## src/rtl/div_pkg.sv

```systemverilog
// Shared types and sizing helpers for the sequential restoring divider.
package div_pkg;

  typedef enum logic [1:0] {
    IDLE = 2'd0,
    CALC = 2'd1,
    DONE = 2'd2
  } state_t;

  localparam int DEFAULT_WIDTH = 8;

  function automatic int cnt_width(input int w);
    return $clog2(w + 1);
  endfunction

endpackage

```

## src/rtl/sub_borrow.sv

```systemverilog
// Combinational W-bit subtractor (diff = a - b) using per-bit generate/propagate
// borrow terms with lookahead inside each 4-bit group and a ripple between groups.
module sub_borrow #(
  parameter int W = 9
) (
  input  logic [W-1:0] a,
  input  logic [W-1:0] b,
  output logic [W-1:0] diff,
  output logic         bout
);

  localparam int NG = (W + 3) / 4;

  logic [W-1:0] g;
  logic [W-1:0] p;
  logic [W-1:0] bin;

  // A bit generates a borrow when a=0,b=1 and passes an incoming borrow when a==b.
  assign g = ~a & b;
  assign p = ~(a ^ b);

  always_comb begin
    logic [NG:0] c;
    logic        t;
    logic        pr;
    int          base;
    int          len;
    c    = '0;
    bin  = '0;
    t    = 1'b0;
    pr   = 1'b0;
    base = 0;
    len  = 0;
    for (int gi = 0; gi < NG; gi++) begin
      base = gi * 4;
      len  = (W - base) < 4 ? (W - base) : 4;
      for (int k = 0; k <= 4; k++) begin
        if (k <= len) begin
          // Sum-of-products lookahead: borrow into position k of this group.
          t = c[gi];
          for (int j = 0; j < 4; j++) begin
            if (j < k) t = t & p[base + j];
          end
          for (int m = 0; m < 4; m++) begin
            if (m < k) begin
              pr = g[base + m];
              for (int j = 0; j < 4; j++) begin
                if (j > m && j < k) pr = pr & p[base + j];
              end
              t = t | pr;
            end
          end
          if (k < len) bin[base + k] = t;
          else         c[gi + 1]     = t;
        end
      end
    end
    bout = c[NG];
  end

  assign diff = a ^ b ^ bin;

endmodule

```

## src/rtl/div_seq.sv

```systemverilog
// Iterative unsigned restoring divider: one quotient bit per clock,
// start/busy/done handshake, registered quotient/remainder/div_by_zero.
module div_seq
  import div_pkg::*;
#(
  parameter int WIDTH = DEFAULT_WIDTH
) (
  input  logic             clk,
  input  logic             rst,
  input  logic             start,
  input  logic [WIDTH-1:0] dividend,
  input  logic [WIDTH-1:0] divisor,
  output logic             busy,
  output logic             done,
  output logic [WIDTH-1:0] quotient,
  output logic [WIDTH-1:0] remainder,
  output logic             div_by_zero
);

  localparam int             CW   = cnt_width(WIDTH);
  localparam logic [CW-1:0]  LAST = CW'(WIDTH - 1);

  state_t           state;
  state_t           state_nxt;
  logic [CW-1:0]    cnt;
  logic [WIDTH-1:0] d_reg;
  logic [WIDTH-1:0] q_reg;
  logic [WIDTH:0]   r_reg;

  logic [WIDTH:0]   r_sh;
  logic [WIDTH:0]   t_diff;
  logic             t_bout;
  logic [WIDTH:0]   r_next;
  logic [WIDTH-1:0] q_next;
  logic             last_iter;
  logic             accept;

  // Shift {R,Q} left by one; R is one bit wider so the shift cannot overflow.
  assign r_sh = (r_reg << 1) | {{WIDTH{1'b0}}, q_reg[WIDTH-1]};

  sub_borrow #(
    .W (WIDTH + 1)
  ) u_sub (
    .a    (r_sh),
    .b    ({1'b0, d_reg}),
    .diff (t_diff),
    .bout (t_bout)
  );

  assign r_next    = t_bout ? r_sh : t_diff;
  assign q_next    = {q_reg[WIDTH-2:0], ~t_bout};
  assign last_iter = (cnt == LAST);
  assign accept    = start && (state == IDLE || state == DONE);

  always_ff @(posedge clk) begin
    if (rst) state <= IDLE;
    else     state <= state_nxt;
  end

  always_comb begin
    state_nxt = state;
    busy      = 1'b0;
    done      = 1'b0;
    case (state)
      IDLE: begin
        if (start) state_nxt = (divisor == '0) ? DONE : CALC;
      end
      CALC: begin
        busy = 1'b1;
        if (last_iter) state_nxt = DONE;
      end
      DONE: begin
        done = 1'b1;
        if (start) state_nxt = (divisor == '0) ? DONE : CALC;
        else       state_nxt = IDLE;
      end
      default: state_nxt = IDLE;
    endcase
  end

  always_ff @(posedge clk) begin
    if (rst) begin
      cnt         <= '0;
      d_reg       <= '0;
      q_reg       <= '0;
      r_reg       <= '0;
      quotient    <= '0;
      remainder   <= '0;
      div_by_zero <= 1'b0;
    end else if (accept) begin
      d_reg <= divisor;
      q_reg <= dividend;
      r_reg <= '0;
      cnt   <= '0;
      if (divisor == '0) begin
        quotient    <= '1;
        remainder   <= dividend;
        div_by_zero <= 1'b1;
      end
    end else if (state == CALC) begin
      q_reg <= q_next;
      r_reg <= r_next;
      cnt   <= cnt + 1'b1;
      // Results are published only on the completing edge.
      if (last_iter) begin
        quotient    <= q_next;
        remainder   <= r_next[WIDTH-1:0];
        div_by_zero <= 1'b0;
      end
    end
  end

endmodule

```

## config.mk

```make
export PLATFORM = sky130hd
export DESIGN_NAME = div_seq
export DESIGN_NICKNAME = d
export VERILOG_FILES = /design/src/rtl/div_pkg.sv /design/src/rtl/sub_borrow.sv /design/src/rtl/div_seq.sv
export SDC_FILE = /design/constraint.sdc
export NUM_CORES = 1
export LEC_CHECK = 0
export ABC_AREA = 1
export ABC_CLOCK_PERIOD_IN_PS = 2300
export CAP_MARGIN = 40
export CORE_MARGIN = 1.5
export CORE_UTILIZATION = 36
export CTS_BUF_LIST = sky130_fd_sc_hd__clkbuf_4
export DETAILED_ROUTE_END_ITERATION = 8
export PLACE_DENSITY = 0.66
export SYNTH_ARGS = -nofsm -noshare
export SYNTH_HDL_FRONTEND = slang
export SYNTH_SLANG_ARGS = --single-unit
```

## constraint.sdc

```tcl
create_clock -name clk -period 2.3 [get_ports clk]
set_clock_uncertainty 0.05 [all_clocks]
set_input_delay 0.23 -clock clk [delete_from_list [all_inputs] [get_ports clk]]
set_output_delay 0.23 -clock clk [all_outputs]
set_load 0.01 [all_outputs]
```

==> results.py, run 1 <==
metrics = {
    "status": {
        "outcome": "finished with violations",
        "violations": "setup timing",
    },
    "route": {
        "highest_layer": "met4",
        "wl_met1_mm": 2.73,
        "route.met3.wl_um": 237,
        "first_iter_violations": 201,
        "vias_per_cell": 4.99,
        "drt_pre_antenna_iters": 4,
        "dr_wl_met2_mm": 3.17,
        "wirelength_mm": 6.20,
        "vias": 2326,
        "post_drt_wl_per_cell_um": 13.3,
        "ant_nets": 0,
        "post-route-drc-count": 0,
    },
    "cts": {
        "numCtsBuffers": 5,
        "holdBufCountCts": 0,
        "cts_buffer_depth": 2,
        "clk_latency_ns": 0.37,
        "clk_pin_slew_ns": 0.14,
        "cts_tree": "done",
        "htreeDepth": 2,
        "cts_root_buf": "clkbuf_4",
        "cts_num_sinks": 47,
    },
    "yosys": {
        "avgSynthCellArea_um2": 7.40,
        "syn_nets": 353,
        "ys_seq_elements": 47,
        "ys_top_cells_by_count": "a21oi_1, dfxtp_1, nand2_1, inv_1, nor2_1",
        "synth_edf_count": 0,
        "synth_cells": 321,
        "yosysTopAreaCellShare_pct": 39.6,
        "synth-warning-count": 0,
        "synth-seq-area-share_pct": 39.6,
        "ys.flop_type": "dfxtp_1",
        "ys_types": 35,
        "synth_most_common_cell": "a21oi_1",
        "synthArstFlopShare_pct": 0,
        "synth_area_mm2": 0.00238,
        "yosys.area.top_type": "dfxtp_1",
        "netlist_top_cells_area": "dfxtp_1, a21oi_1, nand2_1, inv_1, ha_1",
    },
    "worst_setup_path": {
        "cp_data_arrival_time_ns": 2.73,
        "path_depth": 20,
        "critPathLaunchType": "flop",
        "reg2reg_depth": 20,
        "r2r-end": "r_reg[3]",
        "path_common_cell": "buf_4",
        "crit_start": "r_reg[0]",
        "required_ns": 2.57,
        "critPathKind": "reg2reg",
        "crit_slowest_cell": "dfxtp_2",
        "critPathTopFamily": "buffers and inverters",
        "path_cells": "inv_2 -> ha_4 -> ha_4 -> nand2_1 -> nand3b_1 -> buf_4 -> buf_4 -> buf_4 -> buf_4 -> buf_4 -> buf_4 -> buf_4 -> buf_4 -> nor2_1 -> nor2_1 -> nand2_4 -> nand2_2 -> nand2_1 -> nand2_1 -> inv_1",
        "crit_path_max_fanout": 2,
        "reg2reg_setup_slack_ns": -0.15,
        "path_buf_inv": 10,
        "slowest_delay_ns": 0.36,
        "end_kind": "flop",
        "critPathCapture": "r_reg[3]",
        "rr_startpoint": "r_reg[0]",
    },
    "sta": {
        "min_period_over_period_pct": 107,
        "fin_setup_tns_ns": -0.545,
        "setup_viol": 12,
        "drv_slew": 0,
        "hold_viol": 0,
        "slew_headroom_pct": 62.2,
        "worst_slack_ns": -0.155,
        "max_freq_mhz": 407,
        "rsz0062_at_grt": "true",
        "worst_pin_slew_ns": 0.566,
        "period_needed_ns": 2.45,
    },
    "place": {
        "portBuffers": 37,
        "postPlaceCellArea_mm2": 0.00286,
        "place_congestion": 0.889,
        "hpwl_mm": 4.16,
    },
    "run": {
        "cap_violations": 0,
    },
    "pwr": {
        "pwr_density_cell_mw_per_mm2": 625,
        "ir_drop_mv": 0.340,
        "p_leak_nw": 1.45,
    },
    "finish": {
        "fin_nets": 420,
        "drive_above_1_share_pct": 23.1,
        "stdcell_area_mm2": 0.00325,
        "syn_to_final_growth_pct": 36.6,
        "num_antenna_cells": 0,
        "n_fill_cell": 604,
        "final_util_pct": 51.1,
    },
    "floorplanning": {
        "die_area_mm2": 0.00710,
        "core-area_mm2": 0.00635,
        "rows": 29,
        "die_h_um": 84.2,
        "fp.dieW_um": 84.2,
        "initial_core_util_pct": 37.4,
        "ios": 38,
    },
    "global_routing": {
        "grt.overflow.total": 0,
        "grtUsageTotal_pct": 17.6,
        "grt_pass1_wl_mm": 10.1,
        "grt_max_degree": 19,
        "first_global_vias": 2193,
        "antenna_found_initial": 0,
    },
    "min_path": {
        "min_path_type": "in2reg",
    },
}
==> logic make-up (layout without fill, tap and decap cells) <==
| logic type | after synthesis | after routing | share of synthesized area (%) |
|---|---|---|---|
| XOR/XNOR | 3 | 3 | 1.11 |
| adder cells (fa/ha/maj) | 13 | 13 | 7.48 |
| flip-flops | 47 | 47 | 39.6 |
| buffers and inverters | 56 | 124 | 10.5 |
| AO/OA/AOI/OAI | 86 | 86 | 18.8 |
| AND/OR/NAND/NOR | 116 | 116 | 22.5 |
==> area by class of cell <==
class	count	area, um^2	share of cell area [%]
Clock buffer	5	37.5	1.16
Clock inverter	3	20.0	0.617
Inverter	44	165	5.09
Multi-Input combinational cell	218	1330	41.1
Sequential cell	47	945	29.1
Tap cell	77	96.3	2.97
Timing Repair Buffer	72	649	20.0
==> placed cells by master, fill, tap and decap left out, types with 2 or more instances in the layout <==
cell,instances
nand2_2,12
inv_1,36
ha_1,6
ha_4,4
clkdlybuf4s50_1,37
nand3_1,13
nand2_4,8
nand2_1,34
o21ai_0,21
o21ai_1,9
clkbuf_4,5
nor2_1,34
xor2_1,2
dfxtp_2,3
a21oi_2,4
a21oi_1,45
dfxtp_1,44
inv_2,7
nor2_4,2
buf_4,33
nor3_1,2
clkinv_1,2
a31oi_1,2
fa_1,2
nand3_2,4
nand3b_1,2
==> worst register-to-register path, cell delays in order (launching register included) <==
cell	delay, ns
dfxtp_2	0.36
inv_2	0.05
ha_4	0.21
ha_4	0.14
nand2_1	0.05
nand3b_1	0.11
buf_4	0.15
buf_4	0.12
buf_4	0.12
buf_4	0.12
buf_4	0.12
buf_4	0.12
buf_4	0.12
buf_4	0.11
nor2_1	0.07
nor2_1	0.08
nand2_4	0.07
nand2_2	0.04
nand2_1	0.07
nand2_1	0.07
inv_1	0.06
==> repair_timing <==
item,CTS,global route
endpoints found under the setup margin,18,18
pin swaps,13,13
buffers inserted,19,2
gates resized for setup,22,21
endpoints found under the hold margin,0,0
==> metrics by stage <==
step | total power [mW] | hold WS (ns) | std cells | setup slack, ns
6_report | 2.03 | 0.358 | 466 | -0.155
5_1_grt | 2.16 | 0.395 | 466 | -0.265
4_1_cts | 1.95 | 0.363 | 464 | -0.0528
3_5_place_dp | 1.38 | 0.418 | 437 | -0.151
3_3_place_gp | 1.37 | 0.405 | 437 | -0.0136
2_1_floorplan | 1.23 | 0.328 | 321 | 0.0522
==> how the worst min path moves through the flow <==
stage / startpoint / end / slack (ns) / cells after the start
3_5_place_dp: quotient[6] / quotient[6] / 0.42 / 2
3_3_place_gp: cnt[1] / cnt[1] / 0.40 / 2
6_report: divisor[1] / d_reg[1] / 0.36 / 3
2_1_floorplan: divisor[1] / d_reg[1] / 0.33 / 2
5_1_grt: divisor[0] / d_reg[0] / 0.39 / 3
4_1_cts: divisor[1] / d_reg[1] / 0.36 / 3
==> power by group <==
group	leakage, nW	internal (mW)	switching, mW
clock network	0.0288	0.118	0.280
registers	0.384	0.853	0.0220
logic	1.04	0.357	0.399
==> layer usage <==
metal	global-route usage, %	up-vias
met5	0	-
met4	5.07	0
met3	2.46	6
met2	30.3	45
met1	22.9	1101
li1	-	1174
(Power assumes the default switching activity.)
==> inputs of run 2 (changes only) <==
Settings changed: CORE_UTILIZATION 36 to 51, PLACE_DENSITY 0.66 to 0.85, SYNTH_HIERARCHICAL set to 1.
==> results.py, run 2 <==
metrics = {
    "yosys": {
        "synth-warning-count": 6,
        "ys_top_cells_by_count": "nand2_1, nor2_1, inv_1, dfxtp_1, o21ai_0",
        "synth_most_common_cell": "nand2_1",
        "avgSynthCellArea_um2": 7.05,
        "synth_cells": 360,
        "yosysTopAreaCellShare_pct": 37.1,
        "ys.flop_type": "dfxtp_1",
        "syn_nets": 393,
        "synth_edf_count": 0,
        "yosys.area.top_type": "dfxtp_1",
        "ys_types": 33,
        "synth_area_mm2": 0.00254,
        "netlist_top_cells_area": "dfxtp_1, nand2_1, nor2_1, inv_1, o21ai_0",
        "synth-seq-area-share_pct": 37.1,
        "synthArstFlopShare_pct": 0,
        "ys_seq_elements": 47,
    },
    "global_routing": {
        "first_global_vias": 2013,
        "grt_pass1_wl_mm": 9.14,
        "antenna_found_initial": 0,
        "grt_max_degree": 27,
        "grt.overflow.total": 0,
        "grtUsageTotal_pct": 21.9,
    },
    "pwr": {
        "pwr_density_cell_mw_per_mm2": 588,
        "comb_power_share_pct": 25.9,
        "p_seq_share_pct": 46.5,
        "ir_drop_mv": 0.339,
        "internal_power_mw": 1.30,
        "p_switching_mw": 0.586,
        "pwr-share-clk_pct": 27.6,
        "p_leak_nw": 1.52,
        "swShare_pct": 31.0,
        "p_total_mw": 1.89,
    },
    "worst_setup_path": {
        "critPathLaunchType": "flop",
        "crit_path_max_fanout": 18,
        "critPathKind": "reg2reg",
        "end_kind": "flop",
        "cp_data_arrival_time_ns": 2.89,
        "required_ns": 2.57,
    },
    "route": {
        "first_iter_violations": 163,
        "wirelength_mm": 5.55,
        "vias_per_cell": 4.89,
        "drt_pre_antenna_iters": 4,
        "ant_nets": 0,
        "post_drt_wl_per_cell_um": 11.6,
        "vias": 2329,
        "post-route-drc-count": 0,
    },
    "sta": {
        "worst_slack_ns": -0.318,
        "finalHoldWorstSlack_ns": 0.386,
        "period_needed_ns": 2.62,
        "drv_slew": 0,
        "hold_viol": 0,
        "rsz0062_at_grt": "true",
        "max_freq_mhz": 382,
        "setup_viol": 18,
        "fin_setup_tns_ns": -4.14,
        "min_period_over_period_pct": 114,
    },
    "floorplanning": {
        "core-area_mm2": 0.00475,
        "fp.dieW_um": 73.6,
        "die_area_mm2": 0.00541,
        "rows": 25,
        "initial_core_util_pct": 53.4,
        "ios": 38,
        "die_h_um": 73.6,
    },
    "place": {
        "dp_slack_ns": -0.382,
        "postPlaceCellArea_mm2": 0.00307,
        "dp_cells": 467,
        "hpwl_mm": 4.16,
        "portBuffers": 37,
        "place_congestion": 0.834,
    },
    "run": {
        "cap_violations": 0,
    },
    "cts": {
        "cts_tree": "done",
        "cts_num_sinks": 47,
        "htreeDepth": 2,
        "clk_pin_slew_ns": 0.17,
        "cts_root_buf": "clkbuf_4",
        "cts_buffer_depth": 2,
        "numCtsBuffers": 5,
        "clk_latency_ns": 0.38,
    },
    "min_path": {
        "min_path_type": "in2reg",
    },
    "finish": {
        "syn_to_final_growth_pct": 26.4,
        "fin_nets": 441,
        "instances_no_fill": 476,
        "layout_common_cells": "nand2_1, nor2_1, inv_1",
        "drive_above_1_share_pct": 16.1,
        "stdcell_area_mm2": 0.00321,
        "layout_commonest_cell": "nand2_1",
        "n_fill_cell": 399,
        "final_util_pct": 67.5,
        "num_antenna_cells": 0,
    },
    "status": {
        "violations": "setup timing",
        "outcome": "finished with violations",
    },
}
## run 2: final timing paths
kind                                  start            to  depth (start not counted)  slack, ns
worst max-delay path               r_reg[0]  remainder[3]                         18      -0.32
worst min-delay path            dividend[0]      q_reg[0]                          3       0.39
worst max register to register     r_reg[0]  remainder[3]                         18      -0.32
worst min register to register  div_by_zero   div_by_zero                          2       0.43
## run 2: power by group through the flow
stage | logic (mW) | clock network [mW] | registers [mW]
final | 0.489 | 0.522 | 0.878
after detailed placement | 0.450 | 0 | 0.895
after CTS | 0.459 | 0.530 | 0.877
after global routing | 0.546 | 0.567 | 0.882
after floorplan | 0.318 | 0 | 0.890
after global placement | 0.433 | 0 | 0.894
## run 2: kinds of logic after synthesis
kind of cell	Yosys count	synth area share, %
AOI/OAI and AO/OA	54	11.4
xor gates and xnor gates	4	1.38
adders and majority gates	14	7.79
buffers and inverters	69	12.4
DFF	47	37.1
other	1	0.148
and+or+nand+nor	171	29.8
## run 2: area by class of cell
class	count	area (um^2)	share of cell area [%]
clock inverters	3	46.3	1.44
well taps	67	83.8	2.61
flip-flops and latches	47	945	29.4
inverters	53	209	6.51
repair buffers	57	533	16.6
multi-input cells	244	1360	42.2
clock buffers	5	37.5	1.17
## run 2: layer usage
layer / track usage [%] / vias to the layer above / routed length (um)
li1: - / 1211 / -
met1: 28.1 / 1045 / 2560
met2: 36.5 / 63 / 2650
met3: 4.39 / 10 / 229
met4: 7.20 / 0 / 102
met5: 0 / - / 0
## run 2: repair_timing
| action | CTS | global route |
|---|---|---|
| hold buffers | 0 | 0 |
| setup endpoints to repair | 18 | 18 |
| buffers inserted | 0 | 1 |
| pin swaps | 2 | 0 |
| gates resized for setup | 3 | 11 |
## run 2: critical path, stage by stage (launching register included)
cell     delay [ns]
dfxtp_2        0.36
inv_2          0.05
ha_4           0.26
ha_4           0.11
o21ai_1        0.05
nand2_1        0.08
a21o_1         0.15
ha_2           0.19
nand4_1        0.12
nand4_1        0.13
nor2_2         0.05
fa_2           0.38
inv_8          0.14
nand2_1        0.06
o21ai_1        0.12
nand2_1        0.08
nand2_1        0.08
a21oi_2        0.04
nor2_1         0.09
==> inputs of run 3 (changes only) <==
Settings changed: CORE_ASPECT_RATIO set to 1.25.
==> results.py, run 3 (same netlist as run 2, synthesis figures left out) <==
metrics = {
    "status": {
        "outcome": "finished with violations",
        "violations": "setup timing",
    },
    "pwr": {
        "swShare_pct": 28.1,
        "ir_drop_mv": 0.387,
        "internal_power_mw": 1.41,
        "p_seq_share_pct": 44.9,
        "comb_power_share_pct": 23.1,
        "pwr_density_cell_mw_per_mm2": 620,
        "p_switching_mw": 0.550,
        "p_leak_nw": 1.50,
        "pwr-share-clk_pct": 32.0,
    },
    "worst_setup_path": {
        "path_cells": "inv_2 -> ha_4 -> ha_4 -> o21ai_2 -> nand2_1 -> a21o_1 -> ha_2 -> nand4_1 -> nand4_1 -> nor2_2 -> fa_2 -> inv_6 -> nand2_1 -> o21ai_1 -> nand2_1 -> nand2_1 -> a21oi_1 -> nor2_1",
        "crit_slowest_cell": "dfxtp_2",
        "slowest_delay_ns": 0.37,
        "required_ns": 2.58,
        "path_common_cell": "nand2_1",
        "cp_data_arrival_time_ns": 2.86,
        "end_kind": "flop",
        "critPathKind": "reg2reg",
        "critPathLaunchType": "flop",
        "crit_path_max_fanout": 18,
        "reg2reg_setup_slack_ns": -0.28,
    },
    "finish": {
        "layout_commonest_cell": "nand2_1",
        "num_antenna_cells": 0,
        "fin_nets": 438,
        "drive_above_1_share_pct": 14.0,
        "layout_common_cells": "nand2_1, nor2_1, inv_1",
        "multi_input_area_mm2": 0.00133,
        "syn_to_final_growth_pct": 24.3,
        "stdcell_area_mm2": 0.00316,
        "regArea_um2": 945,
        "n_fill_cell": 437,
        "final_util_pct": 66.2,
    },
    "route": {
        "vias_per_cell": 5.04,
        "ant_nets": 0,
        "vias": 2349,
        "wirelength_mm": 5.41,
        "drt_pre_antenna_iters": 4,
        "post-route-drc-count": 0,
        "post_drt_wl_per_cell_um": 11.6,
        "first_iter_violations": 125,
    },
    "sta": {
        "min_period_over_period_pct": 112,
        "hold_viol": 0,
        "setup_viol": 18,
        "drv_slew": 0,
        "period_needed_ns": 2.58,
        "slew_headroom_pct": 55.1,
        "worst_slack_ns": -0.282,
        "worst_pin_slew_ns": 0.671,
        "max_freq_mhz": 387,
        "rsz0062_at_grt": "true",
    },
    "cts": {
        "clk_pin_slew_ns": 0.14,
        "cts_num_sinks": 47,
        "holdBufCountCts": 0,
        "cts_setup_buffers": 0,
        "cts_buffer_depth": 2,
        "cts_root_buf": "clkbuf_4",
        "numCtsBuffers": 5,
        "cts_tree": "done",
        "htreeDepth": 2,
        "clk_latency_ns": 0.37,
    },
    "place": {
        "portBuffers": 37,
        "postPlaceCellArea_mm2": 0.00304,
        "hpwl_mm": 3.98,
        "place_congestion": 0.836,
    },
    "run": {
        "cap_violations": 0,
    },
    "floorplanning": {
        "rows": 28,
        "fp.dieW_um": 66.1,
        "die_h_um": 81.9,
        "ios": 38,
        "core-area_mm2": 0.00476,
        "initial_core_util_pct": 53.3,
        "die_area_mm2": 0.00541,
    },
    "global_routing": {
        "first_global_vias": 2157,
        "grt.overflow.total": 0,
        "grtUsageTotal_pct": 22.2,
        "grt_max_degree": 35,
        "antenna_found_initial": 0,
        "grt_pass1_wl_mm": 9.32,
    },
    "min_path": {
        "min_path_type": "in2reg",
    },
}
## run 3: worst paths after layout
| kind | to | cells past startpoint | startpoint |
|---|---|---|---|
| max reg2reg | remainder[7] | 18 | r_reg[0] |
| min | q_reg[2] | 3 | dividend[2] |
| max | remainder[7] | 18 | r_reg[0] |
| min reg2reg | div_by_zero | 2 | div_by_zero |
## run 3: through the flow
step,setup TNS (ns),hold WS (ns),instances,setup WS [ns],power (mW)
floorplan,-4.21,0.315,360,-0.298,1.21
global placement,-3.08,0.410,458,-0.246,1.32
detailed placement,-4.43,0.411,458,-0.318,1.33
CTS,-2.84,0.397,466,-0.220,1.97
global route,-6.41,0.387,466,-0.479,2.06
finish,-3.47,0.398,466,-0.282,1.96
## run 3: layer usage
metal | GRT usage [%] | share of wire [%]
met3 | 3.97 | 4.2
met4 | 7.55 | 1.5
met5 | 0 | 0
met1 | 25.1 | 43
met2 | 41.4 | 51
## run 3: cell type report
class / instances / area share, %
clock inverters: 2 / 1.90
well taps: 60 / 2.38
clock buffers: 6 / 1.43
repair buffers: 54 / 15.8
inverters: 53 / 6.54
flip-flops and latches: 47 / 29.9
multi-input cells: 244 / 42.0
## run 3: worst max-delay path, delay by kind of cell (launching register included)
family	cells	cell delay, ns
buffers and inverters	2	0.19
DFF	1	0.37
and+or+nand+nor	8	0.65
AOI/OAI and AO/OA	4	0.34
adders and majority gates	4	0.93
## run 3: power groups by stage
stage	Combinational (mW)	Clock, mW	Sequential (mW)
CTS	0.450	0.639	0.879
global route	0.505	0.674	0.884
global placement	0.424	0	0.894
finish	0.452	0.625	0.879
floorplan	0.318	0	0.890
detailed placement	0.438	0	0.896
## run 3: repair_timing
| item | in CTS | in global routing |
|---|---|---|
| pin swaps | 2 | 0 |
| resized for setup | 4 | 1 |
| endpoints found under the hold margin | 0 | 0 |
| endpoints found under the setup margin | 18 | 18 |
